`config.mk`:
```
export PLATFORM = sky130hd
export DESIGN_NAME = axi_dma_wr
export DESIGN_NICKNAME = d
export VERILOG_FILES = /design/src/rtl/axi_dma_wr.sv
export SDC_FILE = /design/constraint.sdc
export NUM_CORES = 1
export LEC_CHECK = 0
export CAP_MARGIN = 20
export CORE_AREA = 2 2 292 294
export CTS_CLUSTER_DIAMETER = 30
export DETAILED_ROUTE_END_ITERATION = 12
export DIE_AREA = 0 0 294 296
export PLACE_DENSITY = 0.38
export SLEW_MARGIN = 15
export SYNTH_ARGS = -nofsm -noshare
export SYNTH_HDL_FRONTEND = slang
export SYNTH_SLANG_ARGS = --single-unit
```
`constraint.sdc`:
```
create_clock -name axi_aclk -period 5.4 [get_ports axi_aclk]
set_input_delay 1.62 -clock axi_aclk [delete_from_list [all_inputs] [get_ports axi_aclk]]
set_output_delay 1.62 -clock axi_aclk [all_outputs]
set_load 0.05 [all_outputs]
```
`src/rtl/axi_dma_wr.sv`:
```
// AXI4-Stream to AXI4 write DMA (S2MM): streams cap_size bytes into memory as
// INCR bursts of up to BURST_LEN 32-byte beats, one burst in flight at a time.
module axi_dma_wr #(
  parameter int ADDR_WIDTH = 32,
  parameter int BURST_LEN  = 16
) (
  input  logic                  axi_aclk,
  input  logic                  axi_rst,
  input  logic [255:0]          s_axis_tdata,
  input  logic [31:0]           s_axis_tkeep,
  input  logic                  s_axis_tlast,
  input  logic                  s_axis_tvalid,
  output logic                  s_axis_tready,
  output logic [ADDR_WIDTH-1:0] axi_awaddr,
  output logic [7:0]            axi_awlen,
  output logic [2:0]            axi_awsize,
  output logic [1:0]            axi_awburst,
  output logic [3:0]            axi_awcache,
  output logic [2:0]            axi_awprot,
  output logic                  axi_awvalid,
  input  logic                  axi_awready,
  output logic [255:0]          axi_wdata,
  output logic [31:0]           axi_wstrb,
  output logic                  axi_wlast,
  output logic                  axi_wvalid,
  input  logic                  axi_wready,
  input  logic [1:0]            axi_bresp,
  input  logic                  axi_bvalid,
  output logic                  axi_bready,
  input  logic                  write_start,
  input  logic                  write_reset,
  input  logic [ADDR_WIDTH-1:0] start_address,
  input  logic [ADDR_WIDTH-1:0] cap_size,
  output logic [ADDR_WIDTH-1:0] current_addr,
  output logic [7:0]            run_cycles,
  output logic                  wr_s2mm_err,
  output logic                  write_done
);

  typedef enum logic [2:0] {S_IDLE, S_AW, S_W, S_B, S_DONE, S_ERR} state_t;

  localparam logic [ADDR_WIDTH-1:0] LP_BURST = ADDR_WIDTH'(BURST_LEN);

  state_t                r_state;
  logic [ADDR_WIDTH-1:0] r_cur_addr;
  logic [ADDR_WIDTH-1:0] r_beats_left;
  logic [7:0]            r_awlen;
  logic [7:0]            r_beat_cnt;
  logic [7:0]            r_run_cycles;
  logic                  r_pending;
  logic                  r_err;

  logic [ADDR_WIDTH-1:0] w_cap_beats;
  logic [ADDR_WIDTH-1:0] w_burst_beats;
  logic [ADDR_WIDTH-1:0] w_beats_after;
  logic                  w_w_fire;
  logic                  w_unused;

  function automatic logic [7:0] f_awlen(input logic [ADDR_WIDTH-1:0] beats);
    logic [ADDR_WIDTH-1:0] n;
    n = (beats > LP_BURST) ? LP_BURST : beats;
    return 8'(n - ADDR_WIDTH'(1));
  endfunction

  assign w_cap_beats   = {5'd0, cap_size[ADDR_WIDTH-1:5]};
  assign w_burst_beats = ADDR_WIDTH'(r_awlen) + ADDR_WIDTH'(1);
  assign w_beats_after = r_beats_left - w_burst_beats;
  assign w_unused      = ^{s_axis_tlast, start_address[4:0], cap_size[4:0]};

  assign axi_awsize   = 3'b101;
  assign axi_awburst  = 2'b01;
  assign axi_awcache  = 4'b0011;
  assign axi_awprot   = 3'b000;
  assign axi_awaddr   = r_cur_addr;
  assign axi_awlen    = r_awlen;
  assign axi_awvalid  = (r_state == S_AW);
  // Stream and W channel are wired straight through: no skid buffer.
  assign axi_wdata     = s_axis_tdata;
  assign axi_wstrb     = s_axis_tkeep;
  assign axi_wvalid    = (r_state == S_W) && s_axis_tvalid;
  assign s_axis_tready = (r_state == S_W) && axi_wready;
  assign axi_wlast     = (r_state == S_W) && (r_beat_cnt == r_awlen);
  assign w_w_fire      = axi_wvalid && axi_wready;
  assign axi_bready    = (r_state == S_B);
  assign write_done    = (r_state == S_DONE);
  assign current_addr  = r_cur_addr;
  assign run_cycles    = r_run_cycles;
  assign wr_s2mm_err   = r_err;

  always_ff @(posedge axi_aclk) begin
    if (axi_rst) begin
      r_state      <= S_IDLE;
      r_cur_addr   <= '0;
      r_awlen      <= '0;
      r_beat_cnt   <= '0;
      r_run_cycles <= '0;
      r_pending    <= 1'b0;
      r_err        <= 1'b0;
    end else begin
      case (r_state)
        S_IDLE: begin
          r_pending  <= 1'b0;
          r_beat_cnt <= '0;
          if (write_start && !write_reset) begin
            r_cur_addr   <= {start_address[ADDR_WIDTH-1:5], 5'd0};
            r_beats_left <= w_cap_beats;
            if (w_cap_beats == '0) begin
              r_state      <= S_DONE;
              r_run_cycles <= r_run_cycles + 8'd1;
            end else begin
              r_awlen <= f_awlen(w_cap_beats);
              r_state <= S_AW;
            end
          end
        end
        // An abort that coincides with the AW handshake must still carry the burst.
        S_AW: begin
          if (axi_awready) begin
            r_state <= S_W;
            if (write_reset) r_pending <= 1'b1;
          end else if (write_reset) begin
            r_state <= S_IDLE;
          end
        end
        S_W: begin
          if (write_reset) r_pending <= 1'b1;
          if (w_w_fire) begin
            if (axi_wlast) begin
              r_beat_cnt <= '0;
              r_state    <= S_B;
            end else begin
              r_beat_cnt <= r_beat_cnt + 8'd1;
            end
          end
        end
        S_B: begin
          if (write_reset) r_pending <= 1'b1;
          if (axi_bvalid) begin
            if (axi_bresp == 2'b00) begin
              r_cur_addr   <= r_cur_addr + (w_burst_beats << 5);
              r_beats_left <= w_beats_after;
              if (w_beats_after == '0) begin
                r_state      <= S_DONE;
                r_run_cycles <= r_run_cycles + 8'd1;
              end else if (r_pending || write_reset) begin
                r_state <= S_IDLE;
              end else begin
                r_awlen <= f_awlen(w_beats_after);
                r_state <= S_AW;
              end
            end else begin
              r_err   <= 1'b1;
              r_state <= S_ERR;
            end
          end
        end
        S_DONE: begin
          if (!write_start || write_reset) r_state <= S_IDLE;
        end
        S_ERR: begin
          if (write_reset) begin
            r_err   <= 1'b0;
            r_state <= S_IDLE;
          end
        end
        default: r_state <= S_IDLE;
      endcase
    end
  end

endmodule

```
### Word level (Yosys, flattened, before mapping)

Cells that the tools add are included.
W data, S select, Z words.

* input port bits: 363
* register bits: 93
* output and inout port bits: 387
* word-level logic and storage cells: 109

* mux-type cells: 45
* bitwise logic cells: 1
* add/subtract/negate cells: 7
* equality and inequality tests: 20
* reductions and logical operators: 26
* magnitude comparators: 2

Operators by type and width (count)
* $mux W32: 6
* $pmux W32 S2: 2
* $mux W8: 15
* $logic_not A32 Y1: 2
* $pmux W8 S2: 3
* $add A32 B14 Y32: 1
* $gt A32 B5 Y1 const B: 1
* $sub A32 B9 Y32: 1
* $mux W3: 10
* $gt A27 B5 Y1 const B: 1
* $ne A2 B2 Y1 const B: 10
* $pmux W3 S6: 1
* $add A8 B1 Y8 const B: 2
* $sub A8 B1 Y8 const B: 2
* $reduce_and A5 Y1: 2
* $add A8 B1 Y9 const B: 1
* $eq A8 B8 Y1: 1
* $ne A2 B1 Y1 const B: 4
* $reduce_and A4 Y1: 2
* $reduce_and A7 Y1: 1
* $eq A3 B2 Y1 const B: 2
* $eq A3 B3 Y1 const B: 2
* $mux W1: 6
* $reduce_and A6 Y1: 1
* other kinds (13): 22

### Depth between registers and ports, before layout

* depth in word-level cells: 10
* mapped depth: 21
* mapped depth without buffers: 20

### Worst setup path after synthesis

OpenSTA, ideal clock, no wires.

* kind: reg-to-reg
* start: register r_awlen[0] (netlist: axi_awlen[0])
* end: register r_awlen[4] (netlist: axi_awlen[4])
* period minus slack after synthesis: 4525 ps
* stages on the path, launching flop included: 21
* buffers on the path: 1
* data arrival time: 4389 ps
* library setup time: 136 ps
* required time: 5264 ps
* path slack: 875 ps
* cell sequence: dfxtp_1 ha_1 nand3_1 nor2_1 xor2_1 inv_1 ha_1 buf_6 a211o_1 a41o_1 a21o_4 nor3_1 xor2_1 nor4b_2 nand4b_1 a21boi_1 ha_1 nand2_1 a21oi_1 a31oi_1 a211oi_2

* longest elaborated chain between the ends: 10
* elaborated cells on any way between the ends: 13
* classes of those cells: add/sub (3); order compare (1); eq/ne (1); mux (6); reduce/logical (2)

RTL lines
* start: declaration: line 47 `logic [7:0] r_awlen;`
* start signal: assignment: line 111 `r_awlen <= f_awlen(w_cap_beats);`
* start signal: assignment: line 148 `r_awlen <= f_awlen(w_beats_after);`
* $add A8 B1 Y9 *: line 66 `assign w_burst_beats = ADDR_WIDTH'(r_awlen) + ADDR_WIDTH'(1);`
* $sub A32 B9 Y32 *: line 67 `assign w_beats_after = r_beats_left - w_burst_beats;`
* $gt A32 B5 Y1: line 61 `n = (beats > LP_BURST) ? LP_BURST : beats;`
* $mux W8: line 61
* $sub A8 B1 Y8: line 62 `return 8'(n - ADDR_WIDTH'(1));`
* $mux W8: line 145 `end else if (r_pending || write_reset) begin`
* $mux W8: line 142 `if (w_beats_after == '0) begin`
* $mux W8: line 139 `if (axi_bresp == 2'b00) begin`
* $mux W8: line 138 `if (axi_bvalid) begin`
* $pmux W8 S2: line 100 `case (r_state)`

Mark *: on every way between the ends. The rest lies on a longest branch, timed or not. The select of a mux whose other input is x is not followed.
A chain may end at the register's enable or synchronous reset.

### Final worst setup path

* start: register r_awlen[1] (netlist: axi_awlen[1])
* end: register r_awlen[4] (netlist: axi_awlen[4])

The elaborated chain is that of the path after synthesis.

==> metrics <==
cell count after synthesis=around 1100; CP Capture Type=flop; TNS Setup=0 ps; Mean Syn Cell Area=a little under 8 sq um; Yosys reg bits=around 90; I/O pins=between 700 and 800; Vias=about 7000; Rows=107; Synthesis Warnings=0; Max clock buf depth=2; Critical Path RT=about 5700 ps; Clk pwr share=34.5%; fraction of layout cells with a size suffix above 1=under 10%; Initial Utilization=about a tenth; Final Cycle Share=93.8%; leakage power=about 3.2 nW; cts hold-fix bufs=0; Layout Skew=17.7 ps; endpoints failing setup=0; register area share after synthesis=about a quarter; Layout Nets=roughly 1300; detailed-route DRC error count=0; Post-CTS Setup Bufs=0; Final min period=just over 5000 ps; Die Wd=294 um; Reg power frac=approximately 38%; Crit Path Class=flop to flop; dpl hpwl=roughly 29 mm; Iter 0 DRT Violations=approximately 430; largest net degree at the start of global routing=slightly above 60; worst skew pair latency=between 300 and 400 ps; Worst EP arrival=5320 ps; Final Hold Fails=0; RSZ-0062 raised after global routing=no; sw frac=a little under two fifths; IO buf count=140; placed insts=2036; class of the worst hold path=flop to flop; GRT overflow=0; share of power burned in combinational logic=between 20 and 30%; CTS root buf=clkbuf_16; synth top area cells=buf_4, dfxtp_1, edfxtp_1; PwrDens=around 210 nW/um^2; vias per cell=3.43; post-route ant nets=0; first-pass GRT wire length=about 50 mm; post-synth cell types=76; Internal=between 1 and 1.5 mW; Slew @ Worst Pin=between 700 and 800 ps; Synth-to-Final Area Change=7.60%; peak supply drop=between 100 and 150 uV; CTS Buf Count=9; CP Max Fanout=9; CTS Sinks=88; startpoint types=flop; Post-synth EDFFs=32; wire length per cell=17.7 um; Total Routing Usage GR=8.07%; htree depth=3; Peak Freq=~0.2 GHz; Placer Congestion=roughly 0.78; max-capacitance violation count=0; die area=~87000 sq um; vias in the first global route=a little under 7000; Worst R2R Setup Slack=roughly 330 ps; cell accounting for the most synthesized area=buf_4; count of final max-slew check failures=0; mapped cell area=8920 sq um; Psw=~0.77 mW; Core Region=about 84000 sq um; initial antenna violation count=4; outcome=finished, final reports clean; CTS tree=built; share of the synthesized area in the top cell type=28.4%; number of fill cells=roughly 9600; prevailing post-synth register cell=dfxtp_1; Die Span Y=between 200 and 300 um; Finished Layout Cells=between 2000 and 2500; routed wire length=36.3 mm; Clk pin slew, worst setup/hold paths=around 80 ps; Async SR Flop Fraction=0%; post-CTS sizing=0; 1st-pass router iterations=5; Slew HR=between 40% and 50%
-- sequential cells by signal, summed over array words and instances, names as in the netlist --
name and cells:
axi_awaddr 27, r_state 3, r_beat_cnt 8, r_beats_left 32
r_pending 1, axi_awlen 8, run_cycles 8, wr_s2mm_err 1
-- cell type report --
| cell class | count | area [sq um] | share of cell area [%] |
|---|---|---|---|
| Clock buffer | 9 | 225 | 2.35 |
| Clock inverter | 7 | 73.8 | 0.769 |
| Antenna cell | 1 | 2.50 | 0.0261 |
| Sequential cell | 88 | 2080 | 21.7 |
| Inverter | 26 | 97.6 | 1.02 |
| Tap cell | 1090 | 1360 | 14.2 |
| Multi-Input combinational cell | 661 | 4110 | 42.9 |
| Timing Repair Buffer | 171 | 1640 | 17.1 |
-- worst paths after layout --
path	start	end	cells past startpoint
max	axi_awlen[1]	axi_awlen[4]	21
min	wr_s2mm_err	wr_s2mm_err	2
max reg2reg	axi_awlen[1]	axi_awlen[4]	21
min reg2reg	wr_s2mm_err	wr_s2mm_err	2
-- per-stage QoR --
step | hold slack, ps | power, mW | utilization, % | setup slack (ps) | instance area, sq um
floorplan | 455 | 1.72 | - | 875 | 8990
global placement | 474 | 1.35 | 11.0 | 469 | 9290
detailed placement | 478 | 1.35 | 11.0 | 491 | 9290
CTS | 492 | 2.07 | 11.4 | 403 | 9590
global route | 538 | 2.13 | 11.4 | 31.9 | 9590
finish | 495 | 2.03 | 11.4 | 333 | 9600
-- power groups by stage --
| stage | clock, mW | sequential (mW) | combinational, mW |
|---|---|---|---|
| global route | 0.754 | 0.773 | 0.607 |
| CTS | 0.737 | 0.768 | 0.568 |
| global placement | 0 | 0.782 | 0.565 |
| detailed placement | 0 | 0.783 | 0.565 |
| finish | 0.698 | 0.767 | 0.561 |
| floorplan | 0 | 0.827 | 0.897 |
-- metal layers --
layer	routed length, um	part of all wire (%)	vias to the layer above	global-route usage (%)
met4	1900	5.2	8	4.85
met3	4980	14	132	4.99
met2	15200	42	385	11.6
li1	-	-	3211	-
met5	99	0.27	-	0.610
met1	14100	39	3296	8.92
-- cell usage after synthesis (all sizes together) (7+ instances only) --
cell    instances
a211oi         23
a21o           14
a21oi          38
a311oi         10
a31oi          10
and2            9
and3           11
buf           347
clkbuf         29
dfxtp          56
edfxtp         32
ha             22
inv            26
nand2          91
nand2b         10
nand3          24
nand4          16
nor2          102
nor2b           7
nor3           23
nor4           22
o21ai          52
o22ai           9
xnor2          33
xor2           21
-- worst max-delay path, cell delays in order (launching register included) --
cell,delay (ps)
dfxtp_1,500
ha_1,260
nand3_1,130
nor2_1,230
xor2_1,220
inv_1,140
ha_1,420
a21o_1,260
nor3b_1,380
a211o_1,350
a21o_1,180
nand4b_1,180
nor4_2,320
buf_4,180
and4_1,210
and2_1,170
a22oi_1,80
ha_1,210
nand2_1,80
a21oi_1,60
a31oi_1,240
a211oi_2,110
-- cell families (layout without fill, tap and decap cells) --
group	Yosys count	after routing	share of synthesized area [%]
AOI/OAI and AO/OA	203	203	15.4
xor gates and xnor gates	54	54	5.30
adders and majority gates	24	24	3.54
buffers and inverters	402	213	31.5
DFF	88	88	23.3
muxes	6	6	0.800
other	2	23	0.0842
and+or+nand+nor	352	352	20.1
-- layout by cell type, fill, tap and decap left out, types with 14 or more instances in the layout --
cell type,instances
nand3_1,23
nor3_1,22
dfxtp_1,56
nand4_1,14
clkdlybuf4s50_1,137
a211oi_1,21
a21oi_1,38
nand2_1,90
xor2_1,21
nor4_1,18
o21ai_0,51
edfxtp_1,32
conb_1,22
ha_1,22
nor2_1,100
inv_1,25
xnor2_1,33
buf_4,32
Power figures use the tool's default switching activity.
